===== src/rtl/scnn_output_compressor.sv =====
// scnn_output_compressor: ReLU/shift/saturate a dense accumulator frame
// and stream out only the nonzero activations as (value, index) beats.
module scnn_output_compressor #(
  parameter int NUM_OUT    = 16,
  parameter int ACC_W      = 32,
  parameter int ACT_W      = 16,
  parameter int IDX_W      = 4,
  parameter int FRAC_SHIFT = 0
) (
  input  logic                     clk,
  input  logic                     rst_n,
  input  logic                     in_valid,
  output logic                     in_ready,
  input  logic [NUM_OUT*ACC_W-1:0] in_outputs,
  output logic                     out_valid,
  input  logic                     out_ready,
  output logic [ACT_W-1:0]         out_value,
  output logic [IDX_W-1:0]         out_index,
  output logic                     out_last,
  output logic                     out_empty,
  output logic [IDX_W:0]           nnz_count,
  output logic                     busy
);

  typedef enum logic {
    IDLE = 1'b0,
    EMIT = 1'b1
  } state_t;

  localparam logic [ACC_W-1:0] MAXV =
    {{(ACC_W-ACT_W+1){1'b0}}, {(ACT_W-1){1'b1}}};

  state_t state_q, state_d;

  logic [NUM_OUT-1:0] mask_q;
  logic [ACT_W-1:0]   vbuf_q [NUM_OUT];
  logic [IDX_W:0]     nnz_q;
  logic               empty_q;

  logic [ACT_W-1:0]   xv [NUM_OUT];
  logic [NUM_OUT-1:0] xmask;
  logic [IDX_W:0]     xcnt;

  logic [IDX_W-1:0]   sel_idx;
  logic [NUM_OUT-1:0] sel_oh;
  logic               one_left;
  logic               capture;
  logic               fire;

  // ReLU, arithmetic shift (input is nonnegative here) and clamp
  function automatic logic [ACT_W-1:0] xform(
    input logic [ACC_W-1:0] acc
  );
    logic [ACC_W-1:0] s;
    s = acc >> FRAC_SHIFT;
    if (acc[ACC_W-1]) return '0;
    if (s > MAXV) return MAXV[ACT_W-1:0];
    return s[ACT_W-1:0];
  endfunction

  // transform every element of the incoming frame and count nonzeros
  always_comb begin
    xcnt = '0;
    for (int k = 0; k < NUM_OUT; k++) begin
      xv[k]    = xform(in_outputs[k*ACC_W +: ACC_W]);
      xmask[k] = |xv[k];
      xcnt     = xcnt + (IDX_W+1)'(xmask[k]);
    end
  end

  // lowest remaining mask bit selects the next beat
  always_comb begin
    sel_idx = '0;
    for (int k = NUM_OUT - 1; k >= 0; k--) begin
      if (mask_q[k]) sel_idx = IDX_W'(k);
    end
    sel_oh   = NUM_OUT'(1) << sel_idx;
    one_left = (mask_q != '0) && ((mask_q & (mask_q - 1'b1)) == '0);
  end

  // state register
  always_ff @(posedge clk or negedge rst_n) begin
    if (!rst_n) state_q <= IDLE;
    else        state_q <= state_d;
  end

  // next state and handshake outputs
  always_comb begin
    state_d   = state_q;
    in_ready  = 1'b0;
    out_valid = 1'b0;
    busy      = 1'b0;
    out_last  = 1'b0;
    out_empty = 1'b0;
    out_value = '0;
    out_index = '0;
    capture   = 1'b0;
    fire      = 1'b0;
    unique case (state_q)
      IDLE: begin
        in_ready = 1'b1;
        capture  = in_valid;
        if (in_valid) state_d = EMIT;
      end
      EMIT: begin
        busy      = 1'b1;
        out_valid = 1'b1;
        out_empty = empty_q;
        out_last  = empty_q | one_left;
        out_value = vbuf_q[sel_idx];
        out_index = sel_idx;
        fire      = out_ready;
        if (out_ready && out_last) state_d = IDLE;
      end
      default: state_d = IDLE;
    endcase
  end

  // frame buffer, remaining mask and nonzero count
  always_ff @(posedge clk or negedge rst_n) begin
    if (!rst_n) begin
      mask_q  <= '0;
      nnz_q   <= '0;
      empty_q <= 1'b0;
      for (int k = 0; k < NUM_OUT; k++) vbuf_q[k] <= '0;
    end else if (capture) begin
      mask_q  <= xmask;
      nnz_q   <= xcnt;
      empty_q <= (xmask == '0);
      for (int k = 0; k < NUM_OUT; k++) vbuf_q[k] <= xv[k];
    end else if (fire) begin
      mask_q  <= mask_q & ~sel_oh;
    end
  end

  assign nnz_count = nnz_q;

endmodule


===== config.mk =====
export PLATFORM = sky130hd
export DESIGN_NAME = scnn_output_compressor
export DESIGN_NICKNAME = d
export VERILOG_FILES = /design/src/rtl/scnn_output_compressor.sv
export SDC_FILE = /design/constraint.sdc
export NUM_CORES = 1
export LEC_CHECK = 0
export ABC_CLOCK_PERIOD_IN_PS = 7300
export CAP_MARGIN = 20
export CORE_AREA = 4 4 210 212
export CTS_CLUSTER_DIAMETER = 150
export DETAILED_ROUTE_END_ITERATION = 10
export DIE_AREA = 0 0 214 216
export GPL_TIMING_DRIVEN = 0
export PLACE_DENSITY = 0.71
export SYNTH_ARGS = -nofsm -noshare
export SYNTH_HDL_FRONTEND = slang
export SYNTH_SLANG_ARGS = --single-unit

===== constraint.sdc =====
create_clock -name clk -period 7.3 [get_ports clk]
set_input_delay 1.095 -clock clk [delete_from_list [all_inputs] [get_ports clk]]
set_output_delay 1.095 -clock clk [all_outputs]
set_load 0.01 [all_outputs]

; ---- After elaboration in Yosys (flattened, before gate mapping)
; Cells that the tools add are included.
[totals]
reg_bits = 279
word_cells = 226
in_bits = 516
output_inout_bits = 30
[op_classes]
n_mux = 144
shifts = 1
n_lt_le_gt_ge = 17
reduce_logical = 22
n_addsub = 16
n_bitwise = 6
[op_table]
columns = operator, count
row1 = $mux 16, 69
row2 = $gt 32x15->1 const B, 16
row3 = $reduce_or 16->1, 16
row4 = $mux 4, 17
row5 = $bmux 16 s4, 1
row6 = $mux 1, 56
row7 = $add 5x1->5, 11
row8 = $and 16x16->16, 2
row9 = $logic_not 16->1, 2
row10 = $not 16->16, 1
row11 = $reduce_bool 16->1, 1
row12 = $shl 1x4->16 const A, 1
row13 = $sub 16x1->16 const B, 1
row14 = $add 4x1->5, 1
row15 = $ge 5x5->1 const B, 1
row16 = $not 4->5, 1
row17 = $add 3x1->4, 1
row18 = $add 2x1->3, 1
row19 = $add 1x1->2, 1
row20 = $logic_and 1x1->1, 2
row21 = $pmux 1 s2, 1
row22 = $reduce_bool 2->1, 1
row23 = $not 1->1, 1
row24 = $or 1x1->1, 1

; ---- Longest topological paths before layout
; Gate-level depths: netlist of the first run.
[logic_depth]
depth_word = 21
mapped_depth = 20
mapped_depth_nobuf = 18

; ---- Worst setup path before layout of the first run
; No wires, ideal clock.
[synth_timing]
path_type = input port to flip-flop
startpoint = input port in_outputs[63]
endpoint = register nnz_q[4], in the netlist nnz_count[4]
t_arrival_ps = 5360
n_path_buf = 2
t_required_ps = 7217
setup_time_ps = 83
cell_stages = 20
path_slack_ps = 1858
path_cell_list = clkbuf_1 -> nor4_1 -> nand4_1 -> or4_1 -> clkbuf_1 -> nor2_1 -> a41o_1 -> fa_1 -> inv_1 -> fa_1 -> fa_1 -> inv_1 -> fa_1 -> inv_1 -> ha_1 -> inv_1 -> fa_1 -> nor2b_1 -> o21ai_0 -> o21ai_0
[synth_via]
elab_chain_len = 21
word_cells_on_any_way = 23
classes_between = add/sub (15) / order compare (1) / mux (6) / reduce/logical (1)
[synth_rtl]
columns = item, line_no
row1 = from (decl), 14  ; input logic [NUM_OUT*ACC_W-1:0] in_outputs,
row2 = $gt 32x15->1, 57  ; if (s > MAXV) return MAXV[ACT_W-1:0];
row3 = $mux 1 (2 in series), 57
row4 = $mux 16, 58  ; return s[ACT_W-1:0];
row5 = $mux 16 *, 57
row6 = $reduce_or 16->1 *, 66  ; xmask[k] = |xv[k];
row7 = $add 1x1->2 *, 67  ; xcnt = xcnt + (IDX_W+1)'(xmask[k]);
row8 = $add 2x1->3 *, 67
row9 = $add 3x1->4 *, 67
row10 = $add 4x1->5 *, 67
row11 = $add 5x1->5 * (11 in series), 67
row12 = to (signal assigned), 128  ; nnz_q <= xcnt;
row13 = to (decl), 37  ; logic [IDX_W:0] nnz_q;
; Mark *: on every way between the ends. The rest lies on a longest branch, timed or not. The select of a mux whose other input is x is not followed.
; A chain may end at the register's enable or synchronous reset.

; ---- Worst setup path in the final report of the first run
[layout_timing]
startpoint = input port in_outputs[438]
endpoint = register nnz_q[4], in the netlist nnz_count[4]
[layout_via]
elab_chain_len = 9
word_cells_on_any_way = 10
classes_between = add/sub (3) / order compare (1) / mux (5) / reduce/logical (1)
[layout_rtl]
columns = item, line_no
row1 = $gt 32x15->1 *, 57
row2 = $mux 1 (2 in series), 57
row3 = $mux 16 *, 58
row4 = $mux 16 *, 57
row5 = $reduce_or 16->1 *, 66
row6 = $add 5x1->5 * (3 in series), 67
; Marks and branches as above.

==> impl_results.md, run 1 <==
* Hold-fix buffers, CTS at 0
* 1st-pass router iterations at 5
* Number of setup buffers added after CTS at 0
* CP Class: in2reg
* MaxCap Viol Count at 0
* Status: finished, final reports clean
* Crit-path max FO at 6
* Crit share post-route at 79.49%
* I/O pin count at 546
* DRT antenna net count at 0
* CP Data Required Time at 7.74 ns
* Most numerous cell in the Yosys netlist: nand2_1
* Root Driver: clkbuf_16
* Pin count of the biggest net entering global routing at 107
* Area leader, netlist: dfrtp_1
* Post-CTS sizing at 0
* Detailed Route WL at 74.22 mm
* Final core occ at 57.20%
* CTS tree: yes
* Fin. max-slew vios at 0
* Leakage power at 0.009868 uW
* GPL Wtd Cong at 0.9938
* Post-Syn Nets at 2557
* # port buffers at 529
* Final Skew at 0.02096 ns
* Ys flop type: dfrtp_1
* Vias in the first global route at 18930
* Reg2reg end: vbuf_q[110]$_DFFE_PN0P_
* Setup TNS at 0 ns
* First-pass GRT wire length at 110.3 mm
* Antenna violations before repair at 0
* Die ar. at 46220 um^2
* Yosys reg bits at 279
* Row cnt at 75
* Synth top area cells: dfrtp_1 (41%), o31ai_1 (11%), nand2_1 (7.0%)
* Iteration-0 DRC Markers at 1622
* Worst hold slack at 0.4731 ns
* Asr flop ratio synth at 100.0%
* Area added between synthesis and finish at 42.18%
* RSZ-0062 raised after global routing: false
* Yosys warnings at 0
* Fin crit period at 5.803 ns
* Mean Syn Cell Area at 8.333 um^2
* Count of cell types in the netlist at 69
* Sequential fraction of the synthesis area at 41.38%
* Worst hold path depth at 2
* Worst reg2reg setup slack at 3.63 ns
* Nets at 3126
* Final setup fails at 0
* P per Cell Area at 435.9 nW/um^2
* CTS sink count at 279
* Vias per cell at 5.874
* Top-area cell type share of the netlist area at 41.38%
* DR WL/cell at 23.53 um
* Cell area after synthesis at 16870 um^2
* Worst Hold End: vbuf_q[172]$_DFFE_PN0P_
* Worst endpoint data arrival time at 6.25 ns
* Worst-skew pair later-pin latency at 0.52 ns
* Die Span Y at 216 um
* Final Hold Viols at 0
* Reg2reg path depth at 8
* VDD IR-drop max at 0.2120 mV
* Min-Delay Path Class: reg2reg
* Vias at 18530
* Post-Syn Instances at 2025
* RR Startpoint: state_q$_DFF_PN0_
* Clk buf depth at 3
* Gr ovfl total at 0
* Hold path start: vbuf_q[172]$_DFFE_PN0P_
* CP Capture Type: flip-flop
* CTS Buf Count at 34
* Fraction of layout cells with a size suffix above 1 at 5.430%
* Worst-path clk slew at 0.06 ns
* Slew headroom at 38.06%
* FILL cells at 3812
* Placed insts at 3097
* Die W at 214 um
* Post-synth EDFFs at 0
* Worst Tran Pin Value at 0.9290 ns
* Core footprint at 41950 um^2
* CP Launch Type: input pin
* Total GRT Usage at 30.47%
* Drt drc at 0
* FMAX at 0.1723 GHz
* Initial core utilization at 40.23%
* Dpl hpwl at 60.60 mm
* N_diodes at 0
* Post-Layout Cell Count at 3154
* CTS HTree Levels at 2
* Post-synth top cells: nand2_1 (316), nor2_1 (285), dfrtp_1 (279)
## stage by stage
| step | worst slack [ns] | total power, uW | cell area [um^2] |
|---|---|---|---|
| after CTS | 1.490 | 10330 | 23990 |
| final | 1.497 | 10460 | 23990 |
| after global placement | -6.523 | 8561 | 22840 |
| after detailed placement | 0.9526 | 8670 | 22930 |
| after floorplan | 1.858 | 5917 | 16870 |
| after global routing | 1.224 | 10970 | 23990 |
## cell type report
cell class	count	area, um^2	share of cell area [%]
Inverter	33	123.9	0.5163
Sequential cell	279	6982	29.10
Clock inverter	13	116.4	0.4850
Multi-Input combinational cell	1518	8935	37.24
Clock buffer	44	949.7	3.958
Buffer	195	833.3	3.473
Timing Repair Buffer	533	5378	22.41
Tap cell	539	674.4	2.811
## registers in the layout, summed over array words and instances, names as in the netlist
name / flops
mask_q: 16
nnz_count: 5
state_q: 1
empty_q: 1
vbuf_q: 256
## per-layer routing
metal / part of all wire [%] / wire length, um / global-route usage (%) / vias to the layer above
met5: 0 / 0 / 0 / -
li1: - / - / - / 8583
met2: 47 / 35070 / 51.44 / 903
met4: 5.5 / 4090 / 14.63 / 0
met1: 39 / 29240 / 36.91 / 8860
met3: 7.8 / 5818 / 7.159 / 180
## power breakdown
part	switching, uW	total [uW]	internal (uW)
Combinational	3700	5980	2280
Sequential	572	2840	2270
Clock	675	1630	957
Total	4940	10500	5510
## kinds of logic (layout without fill, tap and decap cells)
family | Yosys count | after routing | share of synthesized area [%]
compound gates | 534 | 534 | 23.22
mux | 19 | 19 | 1.268
simple gates | 946 | 946 | 26.67
xor+xnor | 2 | 2 | 0.1038
buf+inv | 228 | 818 | 5.672
flops | 279 | 279 | 41.38
fa+ha+maj | 17 | 17 | 1.691
## cell usage in the layout (no fill, tap or decap), types with 25 or more instances in the layout
cell / n
a21boi_0: 25
a21oi_1: 32
and3_1: 45
and4_1: 27
buf_2: 26
clkbuf_1: 152
clkbuf_16: 35
clkdlybuf4s50_1: 528
dfrtp_1: 279
inv_1: 33
nand2_1: 316
nand3_1: 66
nand4_1: 27
nor2_1: 285
nor4_1: 93
o21ai_0: 74
o31ai_1: 241
## worst max-delay path by stage
stage / from / endpoint / slack [ns] / depth (start not counted)
3_5_place_dp: in_outputs[438] / nnz_count[4]$_DFFE_PN0P_ / 0.95 / 20
5_1_grt: in_outputs[438] / nnz_count[2]$_DFFE_PN0P_ / 1.22 / 19
4_1_cts: in_outputs[438] / nnz_count[4]$_DFFE_PN0P_ / 1.49 / 20
2_1_floorplan: in_outputs[63] / nnz_count[4]$_DFFE_PN0P_ / 1.86 / 20
6_report: in_outputs[438] / nnz_count[4]$_DFFE_PN0P_ / 1.50 / 20
3_3_place_gp: rst_n / vbuf_q[77]$_DFFE_PN0P_ / -6.52 / 1
## critical path, stage by stage
cell,delay (ns)
clkdlybuf4s50_1,0.40
nor4_1,0.38
nand4_1,0.16
or4_1,0.42
clkbuf_1,0.16
nor2_1,0.18
a21o_1,0.38
fa_1,0.46
inv_1,0.09
fa_1,0.45
fa_1,0.49
inv_1,0.06
fa_1,0.48
inv_1,0.07
ha_1,0.16
inv_1,0.05
fa_1,0.39
nor2b_1,0.11
o21ai_0,0.09
o21ai_0,0.15
Note: power is estimated with default switching activity, not from simulation.
==> run 2: changes to the inputs <==
Settings changed: ABC_CLOCK_PERIOD_IN_PS 7300 to 4700, CORE_AREA 4 4 210 212 to 4 4 261 161, DIE_AREA 0 0 214 216 to 0 0 265 165, PLACE_DENSITY 0.71 to 0.78.
Clock period 7.3 ns to 4.7 ns, I/O delays scaled along.
==> run 2 against run 1 <==
- global-route usage rose by 2.8 points
- sequential share of layout area decreased by 0.84 points
- utilization grew 4.9 points
- cell area increased by 3.0%
- critical endpoint is now out_value[7]
- largest cell class unchanged
==> impl_results.md, run 2 (synthesis gave the netlist of run 1 again) <==
* Most flops, register: vbuf_q
* Reg2reg path depth at 6
* RR Startpoint: state_q$_DFF_PN0_
* Worst reg2reg setup slack at 0.95 ns
* Crit path launch: mask_q[10]$_DFFE_PN0P_
* Commonest non-fill, non-tap cell in the layout: clkdlybuf4s50_1
* Vias at 19220
* Slowest cell delay on critical path at 0.53 ns
* Leakage power at 0.01048 uW
* Placed insts at 3088
* Vias per cell at 6.085
* Status: finished, final reports clean
* Iteration-0 DRC Markers at 2157
* Hold-fix buffers, CTS at 0
* Die W at 265 um
* First-pass GRT wire length at 111.8 mm
* Initial core utilization at 42.40%
* Most frequent cells in the layout: clkdlybuf4s50_1 (436), nand2_1 (315), dfrtp_1 (279)
* Worst Tran Pin Value at 1.115 ns
* I/O pin count at 546
* Final Instance Area at 24710 um^2
* Fin crit period at 4.692 ns
* Core footprint at 39800 um^2
* Crit-path max FO at 10
* FMAX at 0.2131 GHz
* Largest register FFs at 256
* Min-Delay Path Class: in2async
* CTS sink count at 279
* Detailed Route WL at 77.46 mm
* Total GRT Usage at 33.26%
* MaxCap Viol Count at 0
* Area added between synthesis and finish at 46.42%
* DR WL/cell at 24.52 um
* Worst endpoint data arrival time at 3.99 ns
* Worst-path clk slew at 0.07 ns
* Nets at 3141
* Root Driver: clkbuf_16
* FILL cells at 3290
* CP max stage cell: clkdlybuf4s50_1
* Row cnt at 57
* Crit-path cells: buf_2, or3b_1, o211ai_1, buf_4, o211ai_4, clkbuf_1, and3_1, o221ai_1, and4_1, o21ai_1, clkdlybuf4s50_1
* CP Data Required Time at 3.99 ns
* Die ar. at 43730 um^2
* 1st-pass router iterations at 6
* Antenna violations before repair at 3
* Post-Layout Cell Count at 3159
* DRT antenna net count at 0
* Vias in the first global route at 18750
* Final Hold Viols at 0
* Final Skew at 0.02285 ns
* CP top delay family: buffers and inverters
* GPL Wtd Cong at 1.040
* Slew headroom at 25.68%
* CP Class: reg2out
* Worst-skew pair later-pin latency at 0.57 ns
* Final setup fails at 0
* Worst setup endpoint: out_value[7]
* Fraction of layout cells with a size suffix above 1 at 10.62%
* VDD IR-drop max at 0.5145 mV
* CP Capture Type: primary output
* Gr ovfl total at 0
* Area occupied by multi-input gates at 9510 um^2
* Drt drc at 0
* # port buffers at 529
* Dpl cell area at 23010 um^2
* Buf/Inv on CP at 4
* Crit share post-route at 99.83%
* RSZ-0062 raised after global routing: true
* CTS tree: yes
* CTS HTree Levels at 1
* Instance count on the critical path at 11
* CP Launch Type: flip-flop
* Fin. max-slew vios at 0
* P per Cell Area at 677.7 nW/um^2
* Seq. cell area at 6982 um^2
* Pin count of the biggest net entering global routing at 122
* Reg2reg end: vbuf_q[142]$_DFFE_PN0P_
* Die Span Y at 165 um
* Dpl hpwl at 61.45 mm
* CTS Buf Count at 28
* Clk buf depth at 3
-- run 2: cell count changes in the layout (fill, tap and decap cells not counted), moves of 19 or more --
cell / previous run / this run
clkdlybuf4s50_1: 528 / 436
dlymetal6s2s_1: 0 / 38
clkbuf_1: 152 / 116
buf_4: 7 / 38
clkbuf_2: 1 / 27
dlygate4sd2_1: 0 / 26
nor4_1: 93 / 71
clkdlybuf4s15_1: 0 / 21
nor4_2: 5 / 24
-- run 2: worst min path at each step --
stage | cells after the start | from | slack, ns | end
3_5_place_dp | 2 | vbuf_q[100]$_DFFE_PN0P_ | 0.46 | vbuf_q[100]$_DFFE_PN0P_
3_3_place_gp | 2 | vbuf_q[185]$_DFFE_PN0P_ | 0.46 | vbuf_q[185]$_DFFE_PN0P_
6_report | 1 | rst_n | 0.01 | nnz_count[4]$_DFFE_PN0P_
4_1_cts | 1 | rst_n | 0.02 | nnz_count[1]$_DFFE_PN0P_
5_1_grt | 1 | rst_n | 0.03 | nnz_count[1]$_DFFE_PN0P_
2_1_floorplan | 0 | rst_n | 0.41 | empty_q$_DFFE_PN0P_
-- run 2: final cells by class --
type / instances / share of cell area (%)
tap: 531 / 2.689
sequential: 279 / 28.26
buffer: 186 / 3.555
clock inverter: 11 / 0.3849
multi-input combinational: 1518 / 38.49
inverter: 33 / 0.5014
clock buffer: 36 / 3.287
timing repair buffer: 563 / 22.81
antenna: 2 / 0.02026
-- run 2: repair_timing --
action                                 4_1_cts  5_1_grt
pin swaps                                   40       34
endpoints found under the hold margin        0        0
resized for setup                          123      171
setup endpoints to repair                   21       20
buffers inserted                            20       11
-- run 2: stage by stage --
step | utilization (%) | hold WS [ns] | total power [uW] | setup TNS (ns) | setup WS, ns
after floorplan | - | 0.4094 | 9209 | -0.1870 | -0.08002
after global placement | 57.65 | 0.4567 | 13300 | -2486.28 | -8.932
after detailed placement | 57.82 | 0.4614 | 13510 | -4.785 | -1.096
after CTS | 60.95 | 0.01925 | 15920 | -0.3075 | -0.08865
after global routing | 62.08 | 0.03237 | 17460 | -0.1989 | -0.07574
final | 62.08 | 0.01054 | 16740 | 0 | 0.007991
-- run 2: worst reg2reg max path: stages, from the launching register on --
cell and delay (ns):
dfrtp_1 0.62, inv_1 0.28, nand2_1 0.18, clkbuf_1 0.71, clkbuf_1 0.73, clkbuf_1 0.90, o31ai_1 0.15
-- run 2: report_power, final --
group          leakage (uW)  switching [uW]  internal, uW
registers           0.00352             907          3530
logic               0.00652            6220          3810
clock network      0.000444            1010          1270
total                0.0105            8140          8600
-- run 2: metal layers --
| layer | vias up | GRT usage (%) | routed length (um) |
|---|---|---|---|
| li1 | 8595 | - | - |
| met1 | 9349 | 45.90 | 31740 |
| met4 | 4 | 8.731 | 2249 |
| met3 | 149 | 10.78 | 9369 |
| met5 | - | 0 | 32 |
| met2 | 1126 | 50.76 | 34070 |
